`config.mk`:
```
export PLATFORM = sky130hd
export DESIGN_NAME = ball_pixel_gen
export DESIGN_NICKNAME = d
export VERILOG_FILES = /design/src/rtl/ball_pixel_gen.sv
export SDC_FILE = /design/constraint.sdc
export NUM_CORES = 1
export LEC_CHECK = 0
export BUFFER_PORTS_ARGS = -buffer_cell sky130_fd_sc_hd__buf_2
export CAP_MARGIN = 20
export CORE_MARGIN = 4
export CORE_UTILIZATION = 40
export CTS_BUF_LIST = sky130_fd_sc_hd__clkbuf_8
export DETAILED_ROUTE_END_ITERATION = 8
export GPL_TIMING_DRIVEN = 0
export HOLD_SLACK_MARGIN = 0.03
export PLACE_DENSITY = 0.65
export SLEW_MARGIN = 40
export SYNTH_ARGS = -nofsm -noshare
export SYNTH_HDL_FRONTEND = slang
export SYNTH_SLANG_ARGS = --single-unit
```
`constraint.sdc`:
```
create_clock -name clk -period 9.15 [get_ports clk]
set_clock_uncertainty 0.15 [all_clocks]
set_input_delay 0.4575 -clock clk [delete_from_list [all_inputs] [get_ports clk]]
set_output_delay 0.4575 -clock clk [all_outputs]
set_load 0.03 [all_outputs]
```
`src/rtl/ball_pixel_gen.sv`:
```
// Ball flight FSM and registered pixel colour generator.
// Optional previous-frame trail box enabled by defining BALL_TRAIL_EN.
module ball_pixel_gen #(
    parameter int          H_ACTIVE     = 640,
    parameter int          V_ACTIVE     = 480,
    parameter int          BALL_SIZE    = 8,
    parameter int          BALL_X0      = 40,
    parameter int          BALL_Y0      = 400,
    parameter int          GRAVITY      = 1,
    parameter int          HOOP_X_L     = 560,
    parameter int          HOOP_X_R     = 600,
    parameter int          HOOP_Y_T     = 200,
    parameter int          HOOP_Y_B     = 207,
    parameter int          SCORE_FRAMES = 60,
    parameter logic [11:0] BG_RGB       = 12'h000,
    parameter logic [11:0] BALL_RGB     = 12'hF80,
    parameter logic [11:0] HOOP_RGB     = 12'hFFF,
    parameter logic [11:0] TRAIL_RGB    = 12'h840
) (
    input  logic        clk,
    input  logic        reset,
    input  logic [9:0]  pixel_x,
    input  logic [9:0]  pixel_y,
    input  logic        video_on,
    input  logic        frame_tick,
    input  logic        launch,
    input  logic [3:0]  launch_vx,
    input  logic [4:0]  launch_vy,
    output logic [11:0] rgb_out,
    output logic        ball_busy,
    output logic        score_pulse
);

    localparam logic [1:0] S_IDLE   = 2'd0;
    localparam logic [1:0] S_FLIGHT = 2'd1;
    localparam logic [1:0] S_SCORED = 2'd2;

    localparam int CNT_W = $clog2(SCORE_FRAMES + 1);
    localparam logic [CNT_W-1:0] CNT_LAST = CNT_W'(SCORE_FRAMES - 1);

    localparam logic [9:0] REST_X = 10'(BALL_X0);
    localparam logic [9:0] REST_Y = 10'(BALL_Y0);

    // Signed 13-bit copies for the next-position range checks
    localparam logic signed [12:0] BSZ = 13'(BALL_SIZE);
    localparam logic signed [12:0] HAW = 13'(H_ACTIVE);
    localparam logic signed [12:0] VAW = 13'(V_ACTIVE);
    localparam logic signed [12:0] HXL = 13'(HOOP_X_L);
    localparam logic signed [12:0] HXR = 13'(HOOP_X_R);
    localparam logic signed [12:0] HYT = 13'(HOOP_Y_T);
    localparam logic signed [12:0] HYB = 13'(HOOP_Y_B);
    localparam logic signed [10:0] GRAV = 11'(GRAVITY);

    localparam logic [10:0] BSZ_M1 = 11'(BALL_SIZE - 1);
    localparam logic [9:0]  PX_L   = 10'(HOOP_X_L);
    localparam logic [9:0]  PX_R   = 10'(HOOP_X_R);
    localparam logic [9:0]  PY_T   = 10'(HOOP_Y_T);
    localparam logic [9:0]  PY_B   = 10'(HOOP_Y_B);

    logic [1:0]        state;
    logic [9:0]        ball_x;
    logic [9:0]        ball_y;
    logic [3:0]        vx;
    logic signed [10:0] vy;
    logic [CNT_W-1:0]  frame_cnt;

    logic signed [12:0] nx;
    logic signed [12:0] ny;
    logic signed [10:0] nvy;
    logic               hit;
    logic               miss;

    always_comb begin
        nx   = $signed({3'b000, ball_x}) + $signed({9'd0, vx});
        ny   = $signed({3'b000, ball_y}) - $signed({{2{vy[10]}}, vy});
        nvy  = vy - GRAV;
        hit  = nvy[10]
             && (nx <= HXR) && (nx + BSZ - 13'sd1 >= HXL)
             && (ny <= HYB) && (ny + BSZ - 13'sd1 >= HYT);
        miss = (nx + BSZ > HAW) || (ny + BSZ > VAW) || ny[12];
    end

    always_ff @(posedge clk) begin
        if (reset) begin
            state       <= S_IDLE;
            ball_x      <= REST_X;
            ball_y      <= REST_Y;
            vx          <= 4'd0;
            vy          <= 11'sd0;
            frame_cnt   <= '0;
            score_pulse <= 1'b0;
        end else begin
            score_pulse <= 1'b0;
            unique case (state)
                S_IDLE: begin
                    ball_x <= REST_X;
                    ball_y <= REST_Y;
                    if (launch) begin
                        vx    <= launch_vx;
                        vy    <= $signed({6'd0, launch_vy});
                        state <= S_FLIGHT;
                    end
                end
                S_FLIGHT: begin
                    if (frame_tick) begin
                        // Scoring wins over a simultaneous miss
                        if (hit) begin
                            ball_x      <= nx[9:0];
                            ball_y      <= ny[9:0];
                            vy          <= nvy;
                            frame_cnt   <= '0;
                            score_pulse <= 1'b1;
                            state       <= S_SCORED;
                        end else if (miss) begin
                            ball_x <= REST_X;
                            ball_y <= REST_Y;
                            state  <= S_IDLE;
                        end else begin
                            ball_x <= nx[9:0];
                            ball_y <= ny[9:0];
                            vy     <= nvy;
                        end
                    end
                end
                S_SCORED: begin
                    if (frame_tick) begin
                        if (frame_cnt == CNT_LAST) begin
                            frame_cnt <= '0;
                            ball_x    <= REST_X;
                            ball_y    <= REST_Y;
                            state     <= S_IDLE;
                        end else begin
                            frame_cnt <= frame_cnt + 1'b1;
                        end
                    end
                end
                default: state <= S_IDLE;
            endcase
        end
    end

    assign ball_busy = (state != S_IDLE);

`ifdef BALL_TRAIL_EN
    logic [9:0] trail_x;
    logic [9:0] trail_y;

    always_ff @(posedge clk) begin
        if (reset || state != S_FLIGHT) begin
            trail_x <= REST_X;
            trail_y <= REST_Y;
        end else if (frame_tick) begin
            trail_x <= ball_x;
            trail_y <= ball_y;
        end
    end
`endif

    function automatic logic in_sq(input logic [9:0] x, input logic [9:0] y,
                                   input logic [9:0] bx, input logic [9:0] by);
        logic [10:0] xe;
        logic [10:0] ye;
        xe = {1'b0, bx} + BSZ_M1;
        ye = {1'b0, by} + BSZ_M1;
        return (x >= bx) && ({1'b0, x} <= xe)
            && (y >= by) && ({1'b0, y} <= ye);
    endfunction

    logic in_ball;
    logic in_hoop;
    logic in_trail;

    always_comb begin
        in_ball  = in_sq(pixel_x, pixel_y, ball_x, ball_y);
        in_hoop  = (pixel_x >= PX_L) && (pixel_x <= PX_R)
                && (pixel_y >= PY_T) && (pixel_y <= PY_B);
`ifdef BALL_TRAIL_EN
        in_trail = in_sq(pixel_x, pixel_y, trail_x, trail_y);
`else
        in_trail = 1'b0;
`endif
    end

    always_ff @(posedge clk) begin
        if (reset)
            rgb_out <= 12'h000;
        else if (!video_on)
            rgb_out <= 12'h000;
        else if (in_ball)
            rgb_out <= BALL_RGB;
        else if (in_trail)
            rgb_out <= TRAIL_RGB;
        else if (in_hoop)
            rgb_out <= HOOP_RGB;
        else
            rgb_out <= BG_RGB;
    end

endmodule

```
Yosys cells after proc, flatten, opt, wreduce, memory -nomap -nowiden

Index checks and enable logic that the tools add are counted.

Register bits: 56
Input port bits: 34

Add/subtract/negate cells: 10
$lt $le $gt $ge: 14
Equality and inequality tests: 10
Mux-type cells: 32
Bitwise logic cells: 3
Reduce and logical (&&, ||, !) cells: 25

Operators with widths:

| cell                    | count |
|---|---|
| $mux W10                | 10 |
| $pmux W10 S3            | 2 |
| $mux W11                | 4 |
| $sub A13 B2 Y13 const B | 2 |
| $mux W12                | 2 |
| $mux W6                 | 4 |
| $add A10 B3 Y11 const B | 2 |
| $le A10 B11 Y1          | 2 |
| $pmux W11 S2            | 1 |
| $ge A10 B10 Y1          | 2 |
| $add A12 B5 Y13 const B | 1 |
| $ge A13 B11 Y1 const B  | 1 |
| $ge A13 B9 Y1 const B   | 1 |
| $gt A13 B10 Y1 const B  | 1 |
| $add A11 B4 Y12 const B | 1 |
| $gt A12 B10 Y1 const B  | 1 |
| $le A12 B9 Y1 const B   | 1 |
| $mux W2                 | 6 |
| $pmux W6 S2             | 1 |
| $reduce_and A4 Y1       | 3 |
| $sub A11 B11 Y12        | 1 |
| $add A10 B4 Y11         | 1 |
| $le A11 B10 Y1 const B  | 1 |
| $sub A11 B2 Y11 const B | 1 |
| other kinds (22)        | 42 |

Logic depth before layout (Yosys ltp)

Gate-level depths: netlist (run 1).

Depth after elaboration: 10
Gate-level depth with buffers: 20
Mapped depth without buffers: 18

Least setup slack after synthesis (run 1)

Ideal clock, no wire load.

Kind: reg2reg
From: register ball_y[0]
To: register vy[9]
Arrival time: 4.137 ns
Data required time: 8.928 ns
Path slack: 4.791 ns
Cell stages (with the launch flop): 21
Period minus slack after synthesis: 4.359 ns
Cells stage by stage: dfxtp_1 inv_1 ha_1 inv_1 fa_1 a211oi_4 nor2_1 xor2_1 ha_1 buf_1 nand2_1 nor3_1 o21ai_1 xor2_1 a31o_2 a311oi_1 a31oi_1 and4_4 buf_6 o211ai_2 mux2i_1

Cells in the longest elaborated chain, start to end: 8

Ends and longest elaborated chain:

| element                | line   | text |
|---|---|---|
| start, declared        | 62     | `logic [9:0] ball_y;` |
| start signal, assigned | 109    | `ball_y <= ny[9:0];` |
| start signal, assigned | 120    | `ball_y <= ny[9:0];` |
| $sub A11 B11 Y12 (*)   | 75     | `ny = $signed({3'b000, ball_y}) - $signed({{2{vy[10]}}, vy});` |
| $add A12 B5 Y13        | 79, 80 |  |
| $sub A13 B2 Y13        | 79     | `&& (ny <= HYB) && (ny + BSZ - 13'sd1 >= HYT);` |
| $ge A13 B9 Y1          | 79     |  |
| $logic_and A1 B1 Y1    | 79     |  |
| $mux W11               | 107    | `if (hit) begin` |
| $mux W11               | 105    | `if (frame_tick) begin` |
| $pmux W11 S2           | 94     | `unique case (state)` |
| end signal, assigned   | 100    | `vy <= $signed({6'd0, launch_vy});` |
| end signal, assigned   | 110    | `vy <= nvy;` |
| end signal, assigned   | 121    | `vy <= nvy;` |
| end, declared          | 64     | `logic signed [10:0] vy;` |

Mark *: on every way between the ends. The rest lies on a longest branch, timed or not. The select of a mux whose other input is x is not followed.
A chain may end at the register's enable or synchronous reset.

Final worst setup path (run 1)

From: register ball_y[0]
To: register vy[10]

The elaborated chain is that of the path after synthesis.

==> flow_metrics.env, run 1 <==
export IMPL_num_vias=5515
export IMPL_nNetsFinal=887
export IMPL_detailedRoute_firstPassIterationCount=5
export IMPL_die_height_um=125
export IMPL_worstHoldPathType="in -> reg"
export IMPL_insertion_delay_ns=0.33
export IMPL_routed_wl_met3_um=777
export IMPL_synthCells=735
export IMPL_cp_max_fo=10
export IMPL_ys_async_sr_fraction=0
export IMPL_power_per_cell_area_mw_per_mm2=281
export IMPL_post_cts_setup_buffers=0
export IMPL_synth_top_flop_cell="dfxtp_1"
export IMPL_max_clock_path_buffers=2
export IMPL_met1Wirelength_um=7470
export IMPL_critical_path_startpoint="ball_y[0]"
export IMPL_overflow=0
export IMPL_post_synth_cell_area_avg_um2=7.50
export IMPL_core_rows=42
export IMPL_relSlewSlack=0.463
export IMPL_synthToLayoutAreaGrowth_pct=10.1
export IMPL_number_of_sinks_on_the_clock_net=46
export IMPL_viasPerCell=5.71
export IMPL_setup_worst_path_start_class="flop"
export IMPL_final_period_minus_worst_setup_slack_ns=5.28
export IMPL_synth_yosys_seq_area_share=0.167
export IMPL_syn_nets=833
export IMPL_synth_commonest_cells="nand2_1 (78), ha_1 (62), nor2_1 (54)"
export IMPL_worst_pin_slew_ns=0.803
export IMPL_yosys_cell_types_count=78
export IMPL_post_cts_resized_instances=0
export IMPL_yosys_area_top_type_share=0.167
export IMPL_timing_hold_violations_final=0
export IMPL_max_clock_freq_mhz=189
export IMPL_routed_wl_met2_um=6350
export IMPL_p_leak_nw=2.47
export IMPL_run_status="complete, no violations"
export IMPL_number_of_enable_type_register_cells_in_the_synthesized_netlist=0
export IMPL_fill_cells=1406
export IMPL_design_die_area_mm2=0.0157
export IMPL_cts_root_buffer="clkbuf_8"
export IMPL_hpwlAfterDp_um=12000
export IMPL_clkSlewWorstSetupHoldPaths_ns=0.11
export IMPL_top_layer_used="met4"
export IMPL_netlist_top_cell_by_area="dfxtp_1"
export IMPL_crit_reg2reg_launch="ball_y[0]"
export IMPL_insertedDiodeCount=0
export IMPL_synth_yosys_warnings=0
export IMPL_min_delay_start="launch_vx[2]"
export IMPL_cts_buffers_inserted=5
export IMPL_drt_iter0_markers=397
export IMPL_final_layout_size_suffix_gt1_frac=0.128
export IMPL_tritoncts="yes"
export IMPL_grt_max_degree=18
export IMPL_post_route_util=0.455
export IMPL_h_tree_depth=2
export IMPL_port_buffer_count=47
export IMPL_track_usage=0.192
export IMPL_cap_violations=0
export IMPL_critical_path_reg2reg_endpoint="vy[10]"
export IMPL_synth_area_top_cells="dfxtp_1 (17%), ha_1 (14%), nand2_1 (5.3%), xnor2_1 (4.3%), a21oi_1 (3.7%)"
export IMPL_drc=0
export IMPL_ant_nets=0
export IMPL_r2r_slack_ns=3.87
export IMPL_worstPathRequired_ns=9.19
export IMPL_post_route_period_util=0.577
export IMPL_worst_ir_drop_on_vdd_v=0.000142
export IMPL_maxSlewViolCount=0
export IMPL_ys_ff_latch=46
export IMPL_grt_first_pass_wirelength_um=25300
export IMPL_timing_critical_path_arrival_ns=5.32
export IMPL_coreArea_mm2=0.0133
export IMPL_first_global_vias=5080
export IMPL_timing_reg2reg_worst_path_depth=20
export IMPL_initial_antenna_violation_count=0
export IMPL_route_final_wire_length_um=14900
export IMPL_setup_tns_ns=0
export IMPL_synth_most_common_cell="nand2_1"
export IMPL_path_class="reg -> reg"
export IMPL_top_level_ports=48
export IMPL_grt_setup_unrepaired="false"
export IMPL_initial_core_util=0.413
export IMPL_hold_path_end="vx[2]"
export IMPL_drt_wirelength_per_cell_um=15.5
export IMPL_min_path_cells=3
export IMPL_die_width_um=125
export IMPL_synthesis_area_mm2=0.00551
export IMPL_final_setup_viol_count=0
export IMPL_cts_hold_buf=0
export IMPL_gp_routability_congestion=0.893
export IMPL_setup_worst_path_end_class="flop"
-- worst max path at each step --
stage | slack (ns) | end | cells after the start
6_report | 3.87 | vy[10] | 20
5_1_grt | 3.20 | ball_y[3] | 20
4_1_cts | 3.86 | ball_x[2] | 20
3_5_place_dp | 3.90 | vy[4] | 20
3_3_place_gp | 3.97 | ball_y[6] | 20
2_1_floorplan | 4.79 | vy[9] | 20
-- flip-flops by register name, indices dropped and copies added, names as in the netlist --
signal,flops
score_pulse,1
vx,4
ball_x,10
ball_y,10
state,2
vy,11
rgb_out,2
frame_cnt,6
-- cell families after synthesis --
group / after synthesis / share of synthesized area
DFF: 46 / 0.167
buffers and inverters: 87 / 0.0699
xor gates and xnor gates: 35 / 0.0620
and+or+nand+nor: 261 / 0.237
AOI/OAI and AO/OA: 227 / 0.288
muxes: 15 / 0.0272
adders and majority gates: 64 / 0.148
-- critical path: stages, from the launching register on --
cell and delay, ns:
dfxtp_1 0.36, inv_1 0.11, ha_1 0.17, inv_1 0.06, fa_1 0.44, a211oi_4 0.32, nor2_1 0.11, xor2_1 0.52
ha_1 0.25, buf_1 0.26, nand2_1 0.09, nor3_1 0.25, o21ai_1 0.21, xor2_1 0.28, o311ai_0 0.19, a2111oi_0 0.48
a31oi_1 0.16, and4_4 0.25, buf_2 0.19, o21ai_0 0.21, a21oi_1 0.09
-- metrics by stage --
| step | instance area [um^2] | setup WS, ns | power [W] | cells | hold slack (ns) |
|---|---|---|---|---|---|
| after floorplan | 5510 | 4.79 | 0.00127 | 735 | 0.288 |
| after global placement | 5970 | 3.97 | 0.00153 | 958 | 0.300 |
| after detailed placement | 5970 | 3.90 | 0.00154 | 958 | 0.310 |
| after CTS | 6070 | 3.86 | 0.00169 | 966 | 0.214 |
| after global routing | 6070 | 3.20 | 0.00188 | 966 | 0.231 |
| final | 6070 | 3.87 | 0.00170 | 966 | 0.213 |
-- per-layer routing --
| layer | vias up | global-route usage |
|---|---|---|
| met1 | 2523 | 0.285 |
| met5 | - | 0 |
| met3 | 25 | 0.0230 |
| li1 | 2820 | - |
| met4 | 0 | 0.0555 |
| met2 | 147 | 0.292 |
-- layout by cell type, fill, tap and decap left out, drive strengths merged, types with 6 or more instances in the layout --
| cell | netlist | final |
|---|---|---|
| nor3 | 26 | 26 |
| nor2 | 54 | 54 |
| nor3b | 6 | 6 |
| nand2 | 78 | 78 |
| a311oi | 7 | 7 |
| nand3 | 18 | 18 |
| xnor2 | 28 | 28 |
| a21oi | 43 | 43 |
| nor2b | 10 | 10 |
| nand2b | 8 | 8 |
| dfxtp | 46 | 46 |
| a211o | 8 | 8 |
| o21ai | 51 | 51 |
| buf | 24 | 71 |
| mux2i | 15 | 15 |
| ha | 62 | 62 |
| a21o | 11 | 11 |
| clkbuf | 12 | 17 |
| a31oi | 13 | 13 |
| inv | 49 | 51 |
| o22ai | 6 | 6 |
| a211oi | 7 | 7 |
| or3 | 6 | 6 |
| nor4 | 7 | 7 |
| o21a | 27 | 27 |
| a21boi | 6 | 6 |
| nand4 | 19 | 19 |
| o211ai | 8 | 8 |
-- report_power, final --
| group | total [W] | internal (W) | switching [W] |
|---|---|---|---|
| registers | 0.000263 | 0.000231 | 0.0000320 |
| logic | 0.00129 | 0.000504 | 0.000791 |
| clock network | 0.000145 | 0.0000574 | 0.0000880 |
| total | 0.00170 | 0.000793 | 0.000911 |
-- layout make-up --
class | count | area, um^2 | share of cell area
Multi-Input combinational cell | 602 | 4210 | 0.694
Sequential cell | 46 | 921 | 0.152
Timing Repair Buffer | 47 | 235 | 0.0387
Tap cell | 176 | 220 | 0.0363
Buffer | 36 | 194 | 0.0319
Inverter | 51 | 191 | 0.0315
Clock buffer | 5 | 68.8 | 0.0113
Clock inverter | 3 | 28.8 | 0.00474
No activity file was read; power rests on OpenSTA's default activity.
==> run 2: changes to the inputs <==
Settings changed: PLACE_DENSITY 0.65 to 0.67.
Clock period 9.15 ns to 4.5 ns, I/O delays scaled along.
==> run 2 against run 1 <==
  * Critical endpoint is now ball_y[5]
  * Critical path depth shrank 3
  * Combinational power grew 130%
  * Sequential cell count is the same
  * Worst hold slack lost 0.17 ns
  * Sequential power grew 100%
  * Via count grew 2.2%
  * Largest cell class unchanged
  * Sequential share of layout area shrank 0.58 points
  * Setup slack lost 3.7 ns
  * Clock power grew 99%
  * Routed wire length grew 4.2%
  * Cell count grew 1.0%
  * Core utilization grew 2.3 points
==> flow_metrics.env, run 2 (synthesized netlist as in run 1, its figures left out) <==
export IMPL_insertion_delay_ns=0.31
export IMPL_viasPerCell=5.77
export IMPL_coreArea_mm2=0.0133
export IMPL_path_class="reg -> reg"
export IMPL_multi_input_gate_area_in_the_final_layout_mm2=0.00440
export IMPL_setup_tns_ns=0
export IMPL_setup_worst_path_start_class="flop"
export IMPL_crit_reg2reg_launch="ball_x[0]"
export IMPL_ant_nets=0
export IMPL_die_width_um=125
export IMPL_most_common_layout_cells="nand2_1 (78), ha_1 (60), buf_2 (55)"
export IMPL_grt_first_pass_wirelength_um=25400
export IMPL_insertedDiodeCount=0
export IMPL_max_clock_path_buffers=2
export IMPL_placed_cell_area_mm2=0.00597
export IMPL_timing_reg2reg_worst_path_depth=17
export IMPL_layout_cells_most_common="nand2_1"
export IMPL_drt_iter0_markers=513
export IMPL_post_layout_instance_area_mm2=0.00638
export IMPL_timing_critical_path_to="ball_y[5]"
export IMPL_number_of_sinks_on_the_clock_net=46
export IMPL_total_power_consumption_of_the_routed_design_w=0.00386
export IMPL_final_layout_size_suffix_gt1_frac=0.181
export IMPL_power_per_cell_area_mw_per_mm2=605
export IMPL_largest_reg_flops=11
export IMPL_top_level_ports=48
export IMPL_first_global_vias=5111
export IMPL_tritoncts="yes"
export IMPL_die_height_um=125
export IMPL_cts_root_buffer="clkbuf_8"
export IMPL_post_route_period_util=0.961
export IMPL_initial_antenna_violation_count=0
export IMPL_critical_path_reg2reg_endpoint="ball_y[5]"
export IMPL_core_rows=42
export IMPL_nNetsFinal=897
export IMPL_drc=0
export IMPL_overflow=0
export IMPL_dp_slack_ns=-0.695
export IMPL_port_buffer_count=47
export IMPL_seq_area_um2=931
export IMPL_maxSlewViolCount=0
export IMPL_final_critical_path_setup_slack_ns=0.176
export IMPL_num_vias=5634
export IMPL_fill_cells=1344
export IMPL_timing_critical_path_arrival_ns=4.36
export IMPL_grt_max_degree=18
export IMPL_synthToLayoutAreaGrowth_pct=15.7
export IMPL_timing_hold_violations_final=0
export IMPL_h_tree_depth=2
export IMPL_cts_buffers_inserted=5
export IMPL_clkSlewWorstSetupHoldPaths_ns=0.11
export IMPL_worst_pin_slew_ns=0.753
export IMPL_run_status="complete, no violations"
export IMPL_final_period_minus_worst_setup_slack_ns=4.32
export IMPL_cap_violations=0
export IMPL_initial_core_util=0.413
export IMPL_route_final_wire_length_um=15600
export IMPL_detailedRoute_firstPassIterationCount=5
export IMPL_track_usage=0.191
export IMPL_worstPathRequired_ns=4.54
export IMPL_drt_wirelength_per_cell_um=16.0
export IMPL_final_setup_viol_count=0
export IMPL_p_leak_nw=2.57
export IMPL_largest_register="vy"
export IMPL_max_clock_freq_mhz=231
export IMPL_design_die_area_mm2=0.0157
export IMPL_cp_max_fo=10
export IMPL_worst_ir_drop_on_vdd_v=0.000291
export IMPL_r2r_slack_ns=0.18
export IMPL_critical_path_startpoint="ball_x[0]"
export IMPL_gp_routability_congestion=0.883
export IMPL_worstHoldPathType="in -> reg"
export IMPL_relSlewSlack=0.495
export IMPL_hpwlAfterDp_um=11800
export IMPL_largest_registers="vy (11), ball_x (10), ball_y (10)"
export IMPL_setup_worst_path_end_class="flop"
[run 2: cell count changes in the layout (fill, tap and decap cells not counted), sizes merged]
cell and change:
buf +5, dlygate4sd3 +4, clkbuf +1
[run 2: metal layers]
metal | track usage | vias to the layer above | routed length (um)
met5 | 0 | - | 0
met4 | 0.0459 | 0 | 357
met3 | 0.0269 | 29 | 932
met2 | 0.291 | 192 | 6760
met1 | 0.283 | 2572 | 7530
li1 | - | 2841 | -
[run 2: per-stage QoR]
| step | hold slack [ns] | cells | utilization |
|---|---|---|---|
| 2_1_floorplan | 0.214 | 735 | - |
| 3_5_place_dp | 0.309 | 958 | 0.447 |
| 5_1_grt | 0.0702 | 976 | 0.478 |
| 4_1_cts | 0.0461 | 972 | 0.466 |
| 6_report | 0.0404 | 976 | 0.478 |
| 3_3_place_gp | 0.299 | 958 | 0.447 |
[run 2: worst min-delay path by stage]
| stage | start | endpoint | slack (ns) | cells after the start |
|---|---|---|---|---|
| 2_1_floorplan | launch_vx[1] | vx[1] | 0.21 | 2 |
| 3_5_place_dp | launch_vx[1] | vx[1] | 0.31 | 3 |
| 4_1_cts | video_on | rgb_out[10] | 0.05 | 3 |
| 6_report | video_on | rgb_out[10] | 0.04 | 3 |
| 3_3_place_gp | vy[6] | vy[6] | 0.30 | 2 |
| 5_1_grt | video_on | rgb_out[10] | 0.07 | 3 |
[run 2: power breakdown]
part           switching [W]  internal, W  total [W]
Combinational        0.00182      0.00121    0.00303
Sequential         0.0000661     0.000471   0.000537
Clock               0.000173     0.000117   0.000289
Total                0.00206      0.00180    0.00386
[run 2: layout make-up]
class | count | share of cell area
plain buffers | 34 | 0.0314
clock buffers | 5 | 0.0108
clock inverters | 3 | 0.00451
inverters | 51 | 0.0300
multi-input cells | 602 | 0.690
flip-flops and latches | 46 | 0.146
well taps | 176 | 0.0345
repair buffers | 59 | 0.0526
[run 2: timing repair]
item                       CTS  global route
hold endpoints to repair     4             0
resized for setup           22            34
hold buffers                 4             0
setup endpoints to repair   40            38
pin swaps                    2            19
buffers inserted             3             5
[run 2: worst max-delay path, cell delays in order, from the launching register on]
cell       delay [ns]
dfxtp_4          0.39
ha_2             0.20
inv_1            0.06
fa_2             0.36
nor2b_1          0.17
o21ai_2          0.11
a21o_1           0.20
and2_1           0.19
ha_1             0.22
or4_1            0.56
a31oi_1          0.19
mux2i_1          0.12
a2111oi_2        0.41
o221ai_2         0.18
and4_4           0.22
clkbuf_4         0.21
o21ai_0          0.19
a21oi_1          0.08
